==> src/rtl/mul_sequencer.sv <==
// Iterative shift-add multiplier with its own controller for the EX-stage MUL.
// Latency: accept cycle + WIDTH/UNROLL RUN cycles, then a one-cycle DONE pulse.
// Backpressure: Stall freezes the pipeline from accept through the last RUN cycle.
module mul_sequencer #(
  parameter int WIDTH  = 32,
  parameter int UNROLL = 1
) (
  input  logic             Clk,
  input  logic             Reset,
  input  logic             Start,
  input  logic             Flush,
  input  logic [WIDTH-1:0] A,
  input  logic [WIDTH-1:0] B,
  output logic             Stall,
  output logic             Busy,
  output logic             Done,
  output logic [WIDTH-1:0] Result
);

  localparam int N  = WIDTH / UNROLL;
  localparam int CW = (N > 1) ? $clog2(N) : 1;

  typedef enum logic [1:0] {
    IDLE = 2'd0,
    RUN  = 2'd1,
    DONE = 2'd2
  } state_t;

  state_t           state_q, state_d;
  logic [WIDTH-1:0] mcand_q, mcand_d;
  logic [WIDTH-1:0] mplier_q, mplier_d;
  logic [WIDTH-1:0] acc_q, acc_d;
  logic [WIDTH-1:0] result_q, result_d;
  logic [CW-1:0]    cnt_q, cnt_d;

  logic [WIDTH-1:0] step_mcand, step_mplier, step_acc;
  logic             last_step;

  // One RUN cycle of work: retire UNROLL multiplier bits, LSB first, modulo 2^WIDTH.
  always_comb begin
    step_mcand  = mcand_q;
    step_mplier = mplier_q;
    step_acc    = acc_q;
    for (int i = 0; i < UNROLL; i++) begin
      if (step_mplier[0]) begin
        step_acc = step_acc + step_mcand;
      end
      step_mcand  = step_mcand << 1;
      step_mplier = step_mplier >> 1;
    end
  end

  assign last_step = (cnt_q == CW'(N - 1));

  // Controller: next state, datapath register updates and handshake outputs.
  always_comb begin
    state_d  = state_q;
    mcand_d  = mcand_q;
    mplier_d = mplier_q;
    acc_d    = acc_q;
    cnt_d    = cnt_q;
    result_d = result_q;
    Stall    = 1'b0;
    Busy     = 1'b0;
    Done     = 1'b0;
    case (state_q)
      IDLE: begin
        // Stall must rise in the accept cycle itself so the MUL stays in EX.
        if (Start && !Flush) begin
          state_d  = RUN;
          mcand_d  = A;
          mplier_d = B;
          acc_d    = '0;
          cnt_d    = '0;
          Stall    = 1'b1;
        end
      end
      RUN: begin
        Busy = 1'b1;
        if (Flush) begin
          // Squashed MUL: drop the partial product, release the pipeline now.
          state_d = IDLE;
        end else begin
          Stall    = 1'b1;
          mcand_d  = step_mcand;
          mplier_d = step_mplier;
          acc_d    = step_acc;
          cnt_d    = cnt_q + 1'b1;
          if (last_step) begin
            result_d = step_acc;
            state_d  = DONE;
          end
        end
      end
      DONE: begin
        // Completion is already architectural; Start and Flush are ignored here.
        Done    = 1'b1;
        state_d = IDLE;
      end
      default: begin
        state_d = IDLE;
      end
    endcase
    // Reset dominates everything, including the combinational stall request.
    if (Reset) begin
      Stall = 1'b0;
    end
  end

  // State and datapath registers with synchronous active-high reset.
  always_ff @(posedge Clk) begin
    if (Reset) begin
      state_q  <= IDLE;
      mcand_q  <= '0;
      mplier_q <= '0;
      acc_q    <= '0;
      cnt_q    <= '0;
      result_q <= '0;
    end else begin
      state_q  <= state_d;
      mcand_q  <= mcand_d;
      mplier_q <= mplier_d;
      acc_q    <= acc_d;
      cnt_q    <= cnt_d;
      result_q <= result_d;
    end
  end

  assign Result = result_q;

endmodule

==> config.mk <==
export PLATFORM = sky130hd
export DESIGN_NAME = mul_sequencer
export DESIGN_NICKNAME = d
export VERILOG_FILES = /design/src/rtl/mul_sequencer.sv
export SDC_FILE = /design/constraint.sdc
export NUM_CORES = 1
export LEC_CHECK = 0
export CAP_MARGIN = 10
export CORE_ASPECT_RATIO = 0.75
export CORE_MARGIN = 3
export CORE_UTILIZATION = 45
export CTS_CLUSTER_DIAMETER = 150
export DETAILED_ROUTE_END_ITERATION = 8
export PLACE_DENSITY = 0.71
export SETUP_SLACK_MARGIN = 0.02
export SLEW_MARGIN = 25
export SYNTH_ARGS = -nofsm -noshare
export SYNTH_HDL_FRONTEND = slang
export SYNTH_SLANG_ARGS = --single-unit
==> constraint.sdc <==
create_clock -name Clk -period 5.6 [get_ports Clk]
set_clock_uncertainty 0.2 [all_clocks]
set_input_delay 1.4 -clock Clk [delete_from_list [all_inputs] [get_ports Clk]]
set_output_delay 1.4 -clock Clk [all_outputs]
set_load 0.05 [all_outputs]
== After elaboration in Yosys (flattened, before gate mapping) ==
Cells that the tools add are included.
Operators by class
  $add $sub $neg: 2
  equality and inequality tests: 6
  multiplexer cells: 23
  bitwise operators: 1
  reduce and logical (&&, ||, !) cells: 7
Operators by type and width (count)
  2-to-1 mux 32 bit: 7
  one-hot mux 32 bit (2 select lines): 3
  adder 32 bit: 1
  2-to-1 mux 5 bit: 2
  one-hot mux 5 bit (2 select lines): 1
  2-to-1 mux 2 bit: 3
  AND reduction 3 bit: 2
  adder 5 x 1 -> 5 bit, second input constant: 1
  == test 5 bit, second input constant: 1
  2-to-1 mux 1 bit: 5
  != test 2 bit, second input constant: 2
  one-hot mux 2 bit (2 select lines): 1
  != test 3 bit, second input constant: 1
  == test 2 x 1 -> 1 bit, second input constant: 1
  == test 2 bit, second input constant: 1
  logical NOT 2 bit: 1
  one-hot mux 1 bit (2 select lines): 1
  AND reduction 2 bit: 1
  nonzero test 2 bit: 1
  logical AND 1 bit: 1
  logical NOT 1 bit: 1
  NOT 1 bit: 1
Word-level totals
  register bits after elaboration: 135
  input bits: 68
  output and inout bits: 35

== Longest topological paths before layout ==
  depth after elaboration: 5
  mapped depth: 10
  depth with buffers taken out: 10

== Least setup slack after synthesis ==
OpenSTA, ideal clock, no wires.
  path kind: input -> output
  start point: in Flush
  end point: out Stall
  data arrival time: 2842 ps
  data required time: 4000 ps
  setup slack: 1158 ps
  stages: 4
  cell sequence: nor4b_1 > nor2_1 > clkbuf_1 > nor2_1
On the way
  cells in the longest elaborated chain, start to end: 5
RTL lines
  start: declaration: RTL line 11  | input logic Flush,
  logical NOT 1 bit: RTL line 69  | if (Start && !Flush) begin
  logical AND 1 bit: RTL line 69
  2-to-1 mux 1 bit: RTL line 69
  one-hot mux 1 bit (2 select lines) (*): RTL line 66  | case (state_q)
  2-to-1 mux 1 bit (*): RTL line 105  | if (Reset) begin
  end: declaration: RTL line 14  | output logic Stall,
Mark *: on every way between the ends. The rest lies on a longest branch, timed or not.

== Worst setup path after layout ==
Ends and elaborated chain as after synthesis.

==> impl_metrics.csv <==
group,metric,value,unit
worst_hold_path,hp-class,"register to register",
die,die_h,117,µm
global_route,grt.total_usage,22.8,%
timing,post-route-min-period,4.29,ns
synthesis,seq_area_frac_synth,36.4,%
synthesis,synth_edf_count,0,
synthesis,synthFlopType,"dfxtp_1",
worst_setup_path,cp_slowest_stage_delay,0.49,ns
cts,cts_made_buffers,17,
finish,final_area,9080,µm²
timing,fmax,0.233,GHz
die,rows,39,
cts,cts_tree,"done",
die,io_pins,103,
power,power,2.46,mW
synthesis,syn_avg_cell_area,8.21,µm²
synthesis,ys_ff_latch,135,
synthesis,synth_compound_area_share,27.5,%
cts,clkLatencyLatePin,0.42,ns
worst_setup_path,critical_path.top_delay_family,"buffers and inverters",
global_route,grt_max_degree,63,
synthesis,synth_nets,1006,
worst_setup_path,cp.buffers_inverters,2,
timing,hold_ws,0.256,ns
synthesis,async_reset_ff_share,0,%
worst_setup_path,endpoint_kind,"output pin",
cts,holdBufCountCts,0,
finish,drive_above_1_share,8.96,%
synthesis,synthDistinctLibCells,81,
die,die_w,154,µm
finish,mostFrequentLayoutCells,"nand2_1 (155), dfxtp_1 (135), clkdlybuf4s50_1 (100)",
global_route,grt_overflow,0,
synthesis,syn_area,7420,µm²
placement,place.gp.congestion,0.908,
finish,nNetsFinal,1071,
worst_setup_path,startpoint_type,"primary input",
detailed_routing,ant_nets,0,
finish,mostFrequentLayoutCell,"nand2_1",
detailed_routing,first_pass_iters,6,
synthesis,synth_fa_ha_area_share,5.84,%
power,ir_drop,0.171,mV
timing,finalSetupViolCount,0,
run_status,outcome,"complete, no violations",
synthesis,synth_top_family_by_area,"compound AO/OA/AOI/OAI gates",
die,die_area,18100,µm²
timing,post-route-period-util,76.6,%
global_route,grt_pass1_wl,33500,µm
timing,grt_setup_unrepaired,"false",
finish,n_antenna_cell,0,
die,core_area,15700,µm²
cts,clkTransAtPathRegs,0.06,ns
detailed_routing,drc_errors,0,
timing,fin_setup_tns,0,ns
power,p_leak,3.59,nW
worst_setup_path,worst_ep_arrival_time,2.69,ns
finish,finalNonFillerCells,1187,
worst_setup_path,crit_type,"primary input to output pin",
cts,cts_setup_buffers,0,
worst_setup_path,crit_slowest_cell,"clkdlybuf4s50_1",
global_route,antenna_found_initial,0,
synthesis,synthMuxAreaShare,1.86,%
placement,io_buffers,102,
synthesis,synthCells,904,
detailed_routing,routedWlPerCell,17.1,µm
synthesis,synth-xor-area-share,2.95,%
detailed_routing,dr.first_iter.drc_count,558,
die,initial_core_util,47.4,%
flow_run,maxCapViolCount,0,
detailed_routing,via_count,6862,
cts,root_buffer,"clkbuf_16",
power,power.density,271,nW/µm²
cts,ctsLongestPathBuffers,2,
placement,place_area,8470,µm²
worst_setup_path,path_cells,"clkdlybuf4s50_1, nor4b_2, nor2_4, nor2_1, buf_12",
worst_setup_path,worstPathRequired,4.00,ns
synthesis,synth-simple-area-share,20.5,%
timing,worst_pin_slew,0.947,ns
detailed_routing,wirelength,20300,µm
global_route,grt_pass1_vias,6554,
cts,cts.sinks,135,
placement,dp_hpwl,13700,µm
placement,dp_cells,1155,
finish,area.growth.synth_to_final,22.4,%
timing,relSlewSlack,36.7,%
detailed_routing,vias_per_cell,5.78,
worst_setup_path,path_max_fanout,4,
timing,report.final.slew_viol_count,0,
cts,htree_levels,4,
timing,finalHoldViolations,0,
synthesis,ys_warn_count,0,
cts,cts_repair_resize_count,0,
-- registers in the layout, indices dropped and copies added (netlist names) --
signal and count:
cnt_q 5, mplier_q 32, acc_q 32, state_q 2, mcand_q 32, Result 32
-- final cells by class --
type | instances | area, µm²
fillers | 1411 | 6590
multi-input cells | 695 | 4370
flip-flops and latches | 135 | 2700
repair buffers | 113 | 1110
clock buffers | 17 | 425
well taps | 205 | 256
clock inverters | 15 | 183
inverters | 7 | 26.3
-- power breakdown --
part           internal (mW)  total, mW  switching (mW)
combinational          0.115      0.277           0.162
clock                  0.674       1.16           0.481
sequential             0.995       1.03          0.0310
total                   1.78       2.46           0.674
-- worst reg2reg max path, delay by kind of cell, from the launching register on --
kind	cells	cell delay, ns
compound gates	1	0.25
simple gates	4	1.19
buf+inv	4	1.23
flops	1	0.35
-- kinds of logic (layout without fill, tap and decap cells) --
| family | count (synthesis) | in the layout |
|---|---|---|
| AOI/OAI and AO/OA | 286 | 286 |
| buffers and inverters | 74 | 152 |
| xor gates and xnor gates | 25 | 25 |
| DFF | 135 | 135 |
| adders and majority gates | 34 | 34 |
| and+or+nand+nor | 337 | 337 |
| muxes | 13 | 13 |
-- cell usage after synthesis, types with 4 or more instances --
cell type,n,area [µm²]
a211oi_1,6,45.0
a21o_1,21,158
a21oi_1,81,405
a21oi_2,4,35.0
a22oi_1,38,285
a311oi_1,38,333
a31oi_1,14,87.6
and3_1,6,37.5
and4_1,7,61.3
buf_1,9,33.8
buf_2,6,30.0
buf_6,6,67.6
clkbuf_1,43,161
dfxtp_1,135,2700
ha_1,33,413
inv_1,5,18.8
mux2_2,6,67.6
mux2i_1,7,70.1
nand2_1,156,586
nand2b_1,5,31.3
nand3_1,23,115
nand4_1,6,37.5
nor2_1,92,345
nor2b_1,7,43.8
nor3_1,12,60.1
o21ai_0,29,145
o21ai_1,5,25.0
o31ai_1,8,60.1
or3_1,5,31.3
xnor2_1,14,123
xor2_1,11,96.3
-- layer usage --
metal	up-vias	track usage, %	part of all wire (%)
met1	3172	34.3	50
met4	0	5.24	1.0
met5	-	0	0
met3	18	5.03	7.8
li1	3433	-	-
met2	239	33.3	41
-- per-stage QoR --
stage / setup slack (ns) / util, %
2_1_floorplan: 1.16 / -
3_3_place_gp: 1.29 / 54.1
3_5_place_dp: 1.23 / 54.1
4_1_cts: 1.30 / 58.0
5_1_grt: 1.26 / 58.0
6_report: 1.31 / 58.0
-- final timing paths --
kind / end / startpoint / cells after the start / slack (ns)
max: Stall / Flush / 5 / 1.31
max reg2reg: mcand_q[18] / state_q[1] / 9 / 2.28
min: Result[13] / Result[13] / 2 / 0.26
min reg2reg: Result[13] / Result[13] / 2 / 0.26
Power figures use the tool's default switching activity.
